[src/rtl/pipe_ctrl_pkg.sv]
// Shared types and constants for the pipeline hazard controller.
package pipe_ctrl_pkg;

    // Controller operating state
    typedef enum logic [1:0] {
        RUN      = 2'd0,
        MEM_WAIT = 2'd1,
        HALT     = 2'd2
    } state_e;

    // Architectural zero register (XZR): writes to it never create a dependency
    localparam int unsigned ZERO_REG = 31;

endpackage

[src/rtl/load_use_detect.sv]
// Combinational load-use hazard compare between the load in EX and the
// instruction in ID.
module load_use_detect
    import pipe_ctrl_pkg::*;
#(
    parameter int REG_W = 5
) (
    input  logic             v_id_i,
    input  logic             v_ex_i,
    input  logic             ex_mem_read_i,
    input  logic [REG_W-1:0] ex_rd_i,
    input  logic [REG_W-1:0] id_rn_i,
    input  logic [REG_W-1:0] id_rm_i,
    input  logic             id_use_rn_i,
    input  logic             id_use_rm_i,
    output logic             hazard_o
);

    logic rd_live;
    logic src_match;

    assign rd_live   = ex_rd_i != REG_W'(ZERO_REG);
    assign src_match = (id_use_rn_i & (id_rn_i == ex_rd_i)) |
                       (id_use_rm_i & (id_rm_i == ex_rd_i));
    assign hazard_o  = v_id_i & v_ex_i & ex_mem_read_i & rd_live & src_match;

endmodule

[src/rtl/pipe_hazard_ctrl.sv]
// Stall/flush controller for the 5-stage LEGv8 pipeline: bank enables,
// IF/ID flush, ID/EX bubble, stage valid bits and a data-memory watchdog.
// Optional performance counters: define PIPE_HAZARD_CTRL_PERF_EN.
module pipe_hazard_ctrl
    import pipe_ctrl_pkg::*;
#(
    parameter int REG_W       = 5,
    parameter int MEM_TIMEOUT = 64
) (
    input  logic             clk_i,
    input  logic             rst_ni,
    input  logic [REG_W-1:0] id_rn_i,
    input  logic [REG_W-1:0] id_rm_i,
    input  logic             id_use_rn_i,
    input  logic             id_use_rm_i,
    input  logic             id_branch_taken_i,
    input  logic             ex_mem_read_i,
    input  logic [REG_W-1:0] ex_rd_i,
    input  logic             mem_req_i,
    input  logic             mem_ready_i,
    output logic             pc_en_o,
    output logic             ifid_en_o,
    output logic             idex_en_o,
    output logic             exmem_en_o,
    output logic             memwb_en_o,
    output logic             ifid_flush_o,
    output logic             idex_bubble_o,
    output logic             v_id_o,
    output logic             v_ex_o,
    output logic             v_mem_o,
    output logic             v_wb_o,
    output logic             mem_error_o,
    output logic [31:0]      stall_cycles_o,
    output logic [31:0]      flush_count_o
);

    localparam int WD_W = $clog2(MEM_TIMEOUT + 1);

    state_e          state_q, state_d;
    logic [WD_W-1:0] wd_q, wd_d;
    logic            mem_error_q, mem_error_d;
    logic            v_id_q, v_ex_q, v_mem_q, v_wb_q;
    logic            hazard, freeze, wd_expire;

    load_use_detect #(.REG_W(REG_W)) u_lud (
        .v_id_i        (v_id_q),
        .v_ex_i        (v_ex_q),
        .ex_mem_read_i (ex_mem_read_i),
        .ex_rd_i       (ex_rd_i),
        .id_rn_i       (id_rn_i),
        .id_rm_i       (id_rm_i),
        .id_use_rn_i   (id_use_rn_i),
        .id_use_rm_i   (id_use_rm_i),
        .hazard_o      (hazard)
    );

    // A pending data access freezes the whole pipe until the memory answers
    assign freeze = ((state_q == RUN) & v_mem_q & mem_req_i & ~mem_ready_i) |
                    ((state_q == MEM_WAIT) & ~mem_ready_i);

    // wd_q counts completed MEM_WAIT cycles, so the MEM_TIMEOUT-th wait cycle
    // sees MEM_TIMEOUT-1; a late mem_ready on that cycle still completes.
    assign wd_expire = (state_q == MEM_WAIT) & ~mem_ready_i &
                       (wd_q == WD_W'(MEM_TIMEOUT - 1));

    // State, watchdog and sticky error registers
    always_ff @(posedge clk_i or negedge rst_ni) begin
        if (!rst_ni) begin
            state_q     <= RUN;
            wd_q        <= '0;
            mem_error_q <= 1'b0;
        end else begin
            state_q     <= state_d;
            wd_q        <= wd_d;
            mem_error_q <= mem_error_d;
        end
    end

    // Next-state: enter MEM_WAIT on a stalled access, leave on ready or watchdog
    always_comb begin
        state_d     = state_q;
        wd_d        = wd_q;
        mem_error_d = mem_error_q;
        case (state_q)
            RUN: begin
                if (freeze) begin
                    state_d = MEM_WAIT;
                    wd_d    = '0;
                end
            end
            MEM_WAIT: begin
                if (mem_ready_i) begin
                    state_d = RUN;
                end else if (wd_expire) begin
                    state_d     = HALT;
                    mem_error_d = 1'b1;
                end else begin
                    wd_d = wd_q + 1'b1;
                end
            end
            HALT:    state_d = HALT;
            default: state_d = RUN;
        endcase
    end

    // Outputs: reset > halt > freeze > load-use > taken branch > advance
    always_comb begin
        pc_en_o       = 1'b0;
        ifid_en_o     = 1'b0;
        idex_en_o     = 1'b0;
        exmem_en_o    = 1'b0;
        memwb_en_o    = 1'b0;
        ifid_flush_o  = 1'b0;
        idex_bubble_o = 1'b0;
        if (!rst_ni) begin
            ifid_flush_o  = 1'b1;
            idex_bubble_o = 1'b1;
        end else if (state_q != HALT && !freeze) begin
            idex_en_o  = 1'b1;
            exmem_en_o = 1'b1;
            memwb_en_o = 1'b1;
            if (hazard) begin
                idex_bubble_o = 1'b1;
            end else begin
                pc_en_o      = 1'b1;
                ifid_en_o    = 1'b1;
                ifid_flush_o = v_id_q & id_branch_taken_i;
            end
        end
    end

    // Valid bits follow their bank: only move when the receiving bank loads
    always_ff @(posedge clk_i or negedge rst_ni) begin
        if (!rst_ni) begin
            v_id_q  <= 1'b0;
            v_ex_q  <= 1'b0;
            v_mem_q <= 1'b0;
            v_wb_q  <= 1'b0;
        end else begin
            if (ifid_en_o)  v_id_q  <= ~ifid_flush_o;
            if (idex_en_o)  v_ex_q  <= v_id_q & ~idex_bubble_o;
            if (exmem_en_o) v_mem_q <= v_ex_q;
            if (memwb_en_o) v_wb_q  <= v_mem_q;
        end
    end

    assign v_id_o      = v_id_q;
    assign v_ex_o      = v_ex_q;
    assign v_mem_o     = v_mem_q;
    assign v_wb_o      = v_wb_q;
    assign mem_error_o = mem_error_q;

`ifdef PIPE_HAZARD_CTRL_PERF_EN
    logic [31:0] stall_q, flush_q;

    // Count front-end stall cycles and IF/ID squashes; both wrap naturally
    always_ff @(posedge clk_i or negedge rst_ni) begin
        if (!rst_ni) begin
            stall_q <= '0;
            flush_q <= '0;
        end else begin
            if (!pc_en_o || !ifid_en_o) stall_q <= stall_q + 32'd1;
            if (ifid_flush_o)           flush_q <= flush_q + 32'd1;
        end
    end

    assign stall_cycles_o = stall_q;
    assign flush_count_o  = flush_q;
`else
    assign stall_cycles_o = '0;
    assign flush_count_o  = '0;
`endif

endmodule
[config.mk]
export PLATFORM = sky130hd
export DESIGN_NAME = pipe_hazard_ctrl
export DESIGN_NICKNAME = d
export VERILOG_FILES = /design/src/rtl/pipe_ctrl_pkg.sv /design/src/rtl/load_use_detect.sv /design/src/rtl/pipe_hazard_ctrl.sv
export SDC_FILE = /design/constraint.sdc
export NUM_CORES = 1
export LEC_CHECK = 0
export BUFFER_PORTS_ARGS = -buffer_cell sky130_fd_sc_hd__buf_2
export CORE_MARGIN = 3
export CORE_UTILIZATION = 36
export DETAILED_ROUTE_END_ITERATION = 10
export GPL_TIMING_DRIVEN = 1
export PLACE_DENSITY_LB_ADDON = 0.08
export SLEW_MARGIN = 20
export SYNTH_ARGS = -nofsm -noshare
export SYNTH_HDL_FRONTEND = slang
export SYNTH_SLANG_ARGS = --single-unit
[constraint.sdc]
create_clock -name clk_i -period 3.1 [get_ports clk_i]
set_input_delay 0.31 -clock clk_i [delete_from_list [all_inputs] [get_ports clk_i]]
set_output_delay 0.31 -clock clk_i [all_outputs]
set_load 0.01 [all_outputs]
* Yosys cells after proc, flatten, opt, wreduce, memory -nomap -nowiden
Cells that the tools add are included.
Storage, ports and cells: input bits 23, word-level logic and storage cells 63, bits in registers 14, output and inout bits 76
Operators by class: reductions and logical operators 7, $add $sub $neg 1, bitwise logic cells 18, multiplexer cells 19, eq/ne operators 11
Operator list (number):
- $mux 7 | 3
- $pmux 7 s2 | 1
- $and 1x1->1 | 13
- $mux 1 | 11
- $eq 5x5->1 | 2
- $ne 2x2->1 const B | 4
- $add 7x1->7 const B | 1
- $eq 7x6->1 const B | 1
- $mux 2 | 3
- $pmux 2 s3 | 1
- $ne 5x5->1 const B | 1
- $reduce_and 4->1 | 1
- $ne 3x3->1 const B | 1
- $not 1->1 | 3
- $reduce_and 3->1 | 1
- $eq 2x1->1 const B | 1
- $eq 2x2->1 const B | 1
- $logic_not 2->1 | 1
- $or 1x1->1 | 2
- $reduce_and 2->1 | 1
- $reduce_bool 2->1 | 1
- $logic_and 1x1->1 | 1
- $logic_not 1->1 | 1

* Depth between registers and ports, before layout
Gate-level depths: netlist of the first run.
word-level depth 11, depth in mapped cells 6, mapped depth without buffers 6

* Modules after synthesis
A second synthesis of the first run with hierarchy kept.
Second synthesis, totals: cells, all modules 155, area total of the unflattened synthesis 1347.5 sq um
By module, submodules not included:
- pipe_hazard_ctrl | instances 1, area each 1214.9 sq um, cells an instance 137
- load_use_detect | instances 1, area each 132.6 sq um, cells an instance 18

* Least setup slack after synthesis of the first run
OpenSTA, ideal clock, no wires.
kind input port to output port, start point input ex_rd_i[4], end point output pc_en_o, required time 2790 ps, path buffers 1, arrival time 1355 ps, setup slack 1435 ps, cell stages on the path 6, cell sequence xor2_1 > nor4_1 > nand3_1 > a21oi_1 > nor2_1 > buf_4
On the way: word-level cells in the longest chain between the ends 7, elaborated cells between the ends (all ways) 11, those cells by class eq/ne: 3; mux: 3; bitwise: 5
RTL lines:
- start: declaration | RTL line pipe_hazard_ctrl.sv:18 | input logic [REG_W-1:0] ex_rd_i,
- $eq 5x5->1 (on tied branches) | RTL line load_use_detect.sv:23, load_use_detect.sv:24
- $and 1x1->1 (on tied branches) | RTL line load_use_detect.sv:23, load_use_detect.sv:24
- $or 1x1->1 | RTL line load_use_detect.sv:23 | assign src_match = (id_use_rn_i & (id_rn_i == ex_rd_i)) |
- $and 1x1->1 * | RTL line load_use_detect.sv:25 | assign hazard_o = v_id_i & v_ex_i & ex_mem_read_i & rd_live & src_match;
- $mux 1 * (3 in series)
- end: declaration | RTL line pipe_hazard_ctrl.sv:21 | output logic pc_en_o,
Every way passes the cells marked *; elsewhere a longest branch is shown, timed or not.

* Final worst setup path of the first run
start point input rst_ni, end point output idex_en_o
On the way: word-level cells in the longest chain between the ends 1
RTL lines:
- start: declaration | RTL line pipe_hazard_ctrl.sv:11 | input logic rst_ni,
- $mux 1 | RTL line pipe_hazard_ctrl.sv:115 | if (!rst_ni) begin
- end: declaration | RTL line pipe_hazard_ctrl.sv:23 | output logic idex_en_o,
Every way passes these cells.

==> summary.txt, run 1 <==
Floorplan
  • Top-Level Pins: 99
  • Overall die height: 66.8 microns
  • Die Wd: 66.8 microns
  • Initial cell density of the core: 0.386
  • Core area: 0.00344 sq mm
  • Die area: 0.00446 sq mm
  • Core Rows: 21

Global routing
  • Largest net degree at the start of global routing: 18
  • Initial antenna violation count: 0
  • First-pass GRT wire length: 3240 microns
  • GRT Overall Usage: 0.0953
  • GR Overflow Total: 0
  • Vias in the first global route: 714

STA
  • Final Hold Fails: 0
  • Final setup fails: 0
  • Worst Skew: 0.000648 ns
  • Setup TNS: 0 ns
  • Max-slew headroom: 0.404
  • RSZ-0062 raised after global routing: false
  • Fin crit share: 0.650
  • Final worst path period need: 2.02 ns
  • Slew Viols, Final: 0
  • Worst-Margin Slew: 0.885 ns
  • Max Freq: 496 MHz

Route
  • Final wirelength: 2260 microns
  • DR WL/cell: 9.71 microns
  • Drt via density: 3.87
  • DR vias: 902
  • 1st-iter DRT viols: 20
  • DR pass1 iterations: 4
  • DRC Markers: 0
  • Routed Antenna Nets: 0

Synthesis
  • EDFF count, synth: 0
  • Synth unique cells: 28
  • Most frequent cells after synthesis: buf_4 (67), dfrtp_1 (14), nor2_1 (8), xor2_1 (8), nand3_1 (7)
  • Cell count after synthesis: 153
  • Most frequent cell after synthesis: buf_4
  • Synth top area cells: buf_4 (38%), dfrtp_1 (26%), xor2_1 (5.3%)
  • XOR/XNOR Fraction of Synth Area: 0.0923
  • Mean Syn Cell Area: 8.68 sq um
  • Seq/Total Area, Yosys: 0.264
  • Primary FF master, synth: dfrtp_1
  • Synth Area in Compound Gates: 0.0537
  • Yosys reg bits: 14
  • Mapped cell area: 0.00133 sq mm
  • Main combinational cell family by area after synthesis: buffers and inverters
  • Simple-gate share of the synthesized area: 0.157
  • Synth area leader: buf_4
  • Post-synth top area share: 0.379
  • Async S/R FF share, synth: 1.00
  • Synth Area in Adders: 0.00942
  • Mux cell area share after synthesis: 0.0254
  • Yosys Warn Count: 0

Power
  • Clock power frac: 0.411
  • Logic pwr share: 0.170
  • P_leak: 0.000733 uW
  • Overall power: 439 uW
  • Flop pwr share: 0.419
  • Switching portion of total power: 0.280
  • P_sw: 123 uW
  • Cell-internal power: 316 uW
  • Pwr dens: 326 mW/mm^2
  • Peak supply drop: 188 uV

Setup path
  • Reg-to-Reg End: wd_q[6]$_DFFE_PN0P_
  • Worst Setup Path Type: in -> out
  • CP endpoint kind: primary output
  • Crit Path Max Fanout: 17
  • Reg2reg setup slack: 1.41 ns
  • Setup crit end: idex_en_o
  • Reg2Reg Depth: 4
  • Critical Path Source Type: input pin
  • Worst Setup SP: rst_ni
  • WP data arrival: 1.71 ns
  • Crit path required time: 2.79 ns
  • Worst R2R Start: state_q[0]$_DFFE_PN0P_

CTS
  • Clock transition at the registers of the reported paths: 0.06 ns
  • Num CTS Buffers: 3
  • Post-cts repair resize count: 0
  • H-tree lvl count: 1
  • Max Buffers Root-to-Sink: 2
  • Root Buffer: clkbuf_8
  • Clock Sinks: 14
  • Latest clock arrival within the worst-skew pair: 0.24 ns
  • TritonCTS clock tree: built

Layout
  • Ant. Diodes: 0
  • Area of the multi-input gates: 689 sq um
  • Nets: 212
  • Fill cells: 353
  • Area Overhead vs Synth: 1.13%
  • Sequential Area: 350 sq um
  • Fraction of layout cells with a size suffix above 1: 0.230
  • Fin util: 0.390

Placement
  • HPWL Detailed: 1910 microns
  • # port buffers: 34
  • RePlAce Congestion: 0.753

Outcome
  • Outcome: completed

Job
  • Max Cap Viol: 0

Min path
  • Hold Path Class: in -> reg
  • WHS Path Cells: 3
## sequential cells by signal (all words and copies together), names as in the netlist
register,cells
state_q,2
v_ex_o,1
v_id_o,1
wd_q,7
v_wb_o,1
mem_error_o,1
v_mem_o,1
## routing by layer
layer | global-route usage | up-vias | wire length (microns)
li1 | - | 444 | -
met1 | 0.120 | 404 | 894
met2 | 0.168 | 52 | 1160
met3 | 0.0152 | 2 | 198
met4 | 0.0228 | 0 | 14
met5 | 0 | - | 0
## layout by cell type (no fill, tap or decap)
cell type and count:
inv_1 3, and3_1 2, xor2_1 8, nor4_2 1
nor2_1 8, conb_1 64, dfrtp_1 14, or2b_1 1
o21ai_0 4, nand4b_1 1, or3_1 1, o31a_1 1
nor3b_1 2, or4_1 2, ha_1 1, nand3_1 7
a21oi_1 3, o41ai_1 1, nand2_1 6, buf_2 34
nand2b_1 2, a21bo_2 1, nor4_1 4, nand4_1 1
mux2_2 3, dlygate4sd3_1 1, o22a_1 1, xnor2_1 6
clkbuf_8 4
## metrics by stage
stage	cells	instance area (sq um)	hold slack, ns	setup WS, ns
2_1_floorplan	216	1570	0.0144	1.44
3_3_place_gp	228	1280	0.246	1.18
3_5_place_dp	228	1280	0.248	1.14
4_1_cts	233	1340	0.377	1.05
5_1_grt	233	1340	0.389	0.910
6_report	233	1340	0.384	1.08
## timing repair
item / 4_1_cts / 5_1_grt
endpoints found under the setup margin: 0 / 0
endpoints found under the hold margin: 14 / 0
buffers inserted: 0 / 0
hold buffers: 1 / 0
## power groups by stage
stage          clock network, uW  logic (uW)  registers (uW)
2_1_floorplan                  0         106             187
3_3_place_gp                   0        71.7             187
3_5_place_dp                   0        72.4             187
4_1_cts                      186        73.4             184
5_1_grt                      196        85.8             184
6_report                     180        74.6             184
## final cells by class
type / instances / area share
multi-input combinational: 131 / 0.513
sequential: 14 / 0.261
timing repair buffer: 35 / 0.134
tap: 46 / 0.0428
clock buffer: 4 / 0.0410
inverter: 3 / 0.00838
## cell families after synthesis
group,after synthesis
xor gates and xnor gates,14
adders and majority gates,1
other,1
DFF,14
and+or+nand+nor,38
AOI/OAI and AO/OA,11
muxes,3
buffers and inverters,71
## critical path: stages
cell           delay, ns
dlygate4sd3_1       0.52
buf_2               0.33
nand2_1             0.17
inv_1               0.20
buf_2               0.17
## worst min-delay path by stage
stage	startpoint	to	slack, ns
6_report	id_branch_taken_i	v_id_o$_DFFE_PN0P_	0.38
5_1_grt	id_branch_taken_i	v_id_o$_DFFE_PN0P_	0.39
4_1_cts	id_branch_taken_i	v_id_o$_DFFE_PN0P_	0.38
3_5_place_dp	rst_ni	wd_q[0]$_DFFE_PN0P_	0.25
3_3_place_gp	rst_ni	wd_q[0]$_DFFE_PN0P_	0.25
2_1_floorplan	rst_ni	mem_error_o$_DFFE_PN0P_	0.01
Power figures use the tool's default switching activity.
==> run 2: changes to the inputs <==
ABC_AREA = 1   (was default)
clock period = 2.1 ns   (was 3.1 ns; I/O delays follow)
==> summary.txt, run 2 <==
Route
  • Routed Antenna Nets: 0 (unchanged)
  • Drt via density: 3.74 (was 3.87)
  • DR WL/cell: 8.61 microns (was 9.71 microns)
  • DR vias: 1130 (was 902)
  • Final wirelength: 2600 microns (was 2260 microns)
  • 1st-iter DRT viols: 42 (was 20)
  • DRC Markers: 0 (unchanged)
  • DR pass1 iterations: 4 (unchanged)

Setup path
  • Slowest stage cell on the critical path: dfrtp_1 (was dlygate4sd3_1)
  • Crit path largest cell delay: 0.36 ns (was 0.52 ns)
  • CP cell instances: inv_1 > nand2_1 > nor2_2 > nand3_4 > nand3b_4 > inv_1 > nand2_1 > o21ai_0 > buf_2 (was dlygate4sd3_1 > buf_2 > nand2_1 > inv_1 > buf_2)
  • Crit Path Max Fanout: 5 (was 17)
  • CP endpoint kind: primary output (unchanged)
  • WP data arrival: 1.50 ns (was 1.71 ns)
  • Crit path required time: 1.89 ns (was 2.79 ns)
  • Critical Path Source Type: flip-flop (was input pin)
  • Worst Setup Path Type: reg -> out (was in -> out)

Layout
  • Ant. Diodes: 0 (unchanged)
  • Cell area after layout: 0.00154 sq mm (was 0.00134 sq mm)
  • Most flops, register: wd_q (unchanged)
  • Biggest regs: wd_q x7, state_q x2 (unchanged)
  • Most frequent cells in the layout: conb_1 (64), nand2_1 (50), inv_1 (36) (was conb_1 (64), buf_2 (34), dfrtp_1 (14))
  • Max reg flops: 7 (unchanged)
  • Nets: 279 (was 212)
  • Commonest non-fill, non-tap cell in the layout: conb_1 (unchanged)
  • Fill cells: 425 (was 353)
  • Fraction of layout cells with a size suffix above 1: 0.205 (was 0.230)
  • Area Overhead vs Synth: 2.42% (was 1.13%)

Power
  • Peak supply drop: 220 uV (was 188 uV)
  • P_leak: 0.00101 uW (was 0.000733 uW)
  • Pwr dens: 427 mW/mm^2 (was 326 mW/mm^2)

CTS
  • Root Buffer: clkbuf_8 (unchanged)
  • Num CTS Buffers: 3 (unchanged)
  • Post-CTS Setup Bufs: 0 (unchanged)
  • Max Buffers Root-to-Sink: 2 (unchanged)
  • Latest clock arrival within the worst-skew pair: 0.25 ns (was 0.24 ns)
  • Clock Sinks: 14 (unchanged)
  • Clock transition at the registers of the reported paths: 0.06 ns (about the same)
  • H-tree lvl count: 1 (unchanged)
  • TritonCTS clock tree: built (unchanged)

Floorplan
  • Top-Level Pins: 99 (unchanged)
  • Initial cell density of the core: 0.392 (was 0.386)
  • Die area: 0.00498 sq mm (was 0.00446 sq mm)
  • Core area: 0.00383 sq mm (was 0.00344 sq mm)
  • Overall die height: 70.6 microns (was 66.8 microns)
  • Die Wd: 70.6 microns (was 66.8 microns)
  • Core Rows: 22 (was 21)

STA
  • Final worst path period need: 1.71 ns
  • Worst Skew: 0.00304 ns (was 0.000648 ns)
  • Max Freq: 584 MHz
  • Slew Viols, Final: 0 (unchanged)
  • Final setup fails: 0 (unchanged)
  • Fin crit share: 0.815
  • Setup TNS: 0 ns (unchanged)
  • RSZ-0062 raised after global routing: false (unchanged)
  • Final Hold Fails: 0 (unchanged)

Synthesis
  • Yosys Warn Count: 0 (unchanged)
  • Post-synth top area share: 0.335 (was 0.379)
  • Synth unique cells: 23 (was 28)
  • Synth top area cells: buf_4 (34%), dfrtp_1 (23%), nand2_1 (13%) (was buf_4 (38%), dfrtp_1 (26%), xor2_1 (5.3%))
  • Yosys reg bits: 14 (unchanged)
  • Cell count after synthesis: 218 (was 153)
  • Most frequent cell after synthesis: buf_4 (unchanged)
  • Mapped cell area: 0.00150 sq mm (was 0.00133 sq mm)
  • EDFF count, synth: 0 (unchanged)
  • Most frequent cells after synthesis: buf_4 (67), nand2_1 (50), inv_1 (36), dfrtp_1 (14), nor2_1 (12) (was buf_4 (67), dfrtp_1 (14), nor2_1 (8), xor2_1 (8), nand3_1 (7))
  • Mean Syn Cell Area: 6.89 sq um (was 8.68 sq um)
  • Primary FF master, synth: dfrtp_1 (unchanged)
  • Async S/R FF share, synth: 1.00 (unchanged)
  • Seq/Total Area, Yosys: 0.233 (was 0.264)
  • Synth area leader: buf_4 (unchanged)

Global routing
  • GR Overflow Total: 0 (unchanged)
  • Largest net degree at the start of global routing: 18 (unchanged)
  • Vias in the first global route: 947 (was 714)
  • GRT busiest layer: met2 (unchanged)
  • First-pass GRT wire length: 4060 microns (was 3240 microns)
  • GRT Overall Usage: 0.0991 (was 0.0953)
  • Initial antenna violation count: 0 (unchanged)
  • GRT met3 Usage: 0.0284 (was 0.0152)
  • M2 GR Usage: 0.172 (was 0.168)
  • Met1 GRT Util: 0.121 (was 0.120)

Placement
  • HPWL Detailed: 2210 microns (was 1910 microns)
  • Placed inst area: 0.00147 sq mm (was 0.00128 sq mm)
  • RePlAce Congestion: 0.698 (was 0.753)
  • # port buffers: 34 (unchanged)

Outcome
  • Outcome: completed (unchanged)

Min path
  • Hold Path Class: in -> reg (unchanged)

Job
  • Max Cap Viol: 0 (unchanged)
[run 2: cells by family (layout without fill, tap and decap cells)]
| logic type | Yosys count | count (layout) | share of synthesized area |
|---|---|---|---|
| adder cells (fa/ha/maj) | 1 | 1 | 0.00833 |
| AO/OA/AOI/OAI | 11 | 11 | 0.0392 |
| flip-flops | 14 | 14 | 0.233 |
| XOR/XNOR | 1 | 1 | 0.00583 |
| AND/OR/NAND/NOR | 87 | 87 | 0.286 |
| other | 1 | 64 | 0.00250 |
| buffers and inverters | 103 | 76 | 0.425 |
[run 2: critical path: cells and delay by family (launching register included)]
kind | cells | cell delay [ns]
AO/OA/AOI/OAI | 1 | 0.08
buffers and inverters | 3 | 0.30
flip-flops | 1 | 0.36
AND/OR/NAND/NOR | 5 | 0.50
[run 2: stage by stage]
step / hold slack (ns) / util / setup slack (ns) / power (uW) / cells
after global placement: 0.187 / 0.385 / 0.622 / 394 / 297
after global routing: 0.326 / 0.402 / 0.241 / 697 / 302
final: 0.269 / 0.402 / 0.388 / 657 / 302
after floorplan: -0.0856 / - / 0.656 / 442 / 281
after CTS: 0.271 / 0.402 / 0.357 / 666 / 302
after detailed placement: 0.185 / 0.385 / 0.640 / 394 / 297
[run 2: metal layers]
metal | vias to the layer above | share of wire
met2 | 61 | 0.47
met5 | - | 0
met3 | 2 | 0.11
met1 | 475 | 0.41
met4 | 0 | 0.0092
li1 | 592 | -
[run 2: area by class of cell]
cell class,count,area (sq um),share of cell area
multi-input combinational,164,749,0.487
sequential,14,350,0.228
timing repair buffer,36,188,0.122
inverter,36,135,0.0879
tap,48,60.1,0.0391
clock buffer,4,55.1,0.0358
[run 2: worst paths after layout]
kind                                          from                 endpoint  slack [ns]  cells after the start
max                         state_q[1]$_DFFE_PN0P_             ifid_flush_o        0.39                      9
min                              id_branch_taken_i       v_id_o$_DFFE_PN0P_        0.27                      4
max reg2reg                    wd_q[0]$_DFFE_PN0P_      wd_q[4]$_DFFE_PN0P_        0.73                     10
min reg2reg                mem_error_o$_DFFE_PN0P_  mem_error_o$_DFFE_PN0P_        0.46                      2
max in group asynchronous                   rst_ni      wd_q[3]$_DFFE_PN0P_        1.47                      3
min in group asynchronous                   rst_ni  mem_error_o$_DFFE_PN0P_        0.45                      3
[run 2: power breakdown]
part	total [uW]	switching, uW	internal, uW
combinational	122	91.8	30.5
clock	265	98.7	166
sequential	270	0	270
total	657	191	466
[run 2: timing repair]
action,CTS,global route
hold buffers,1,0
resized for setup,0,0
endpoints found under the hold margin,14,0
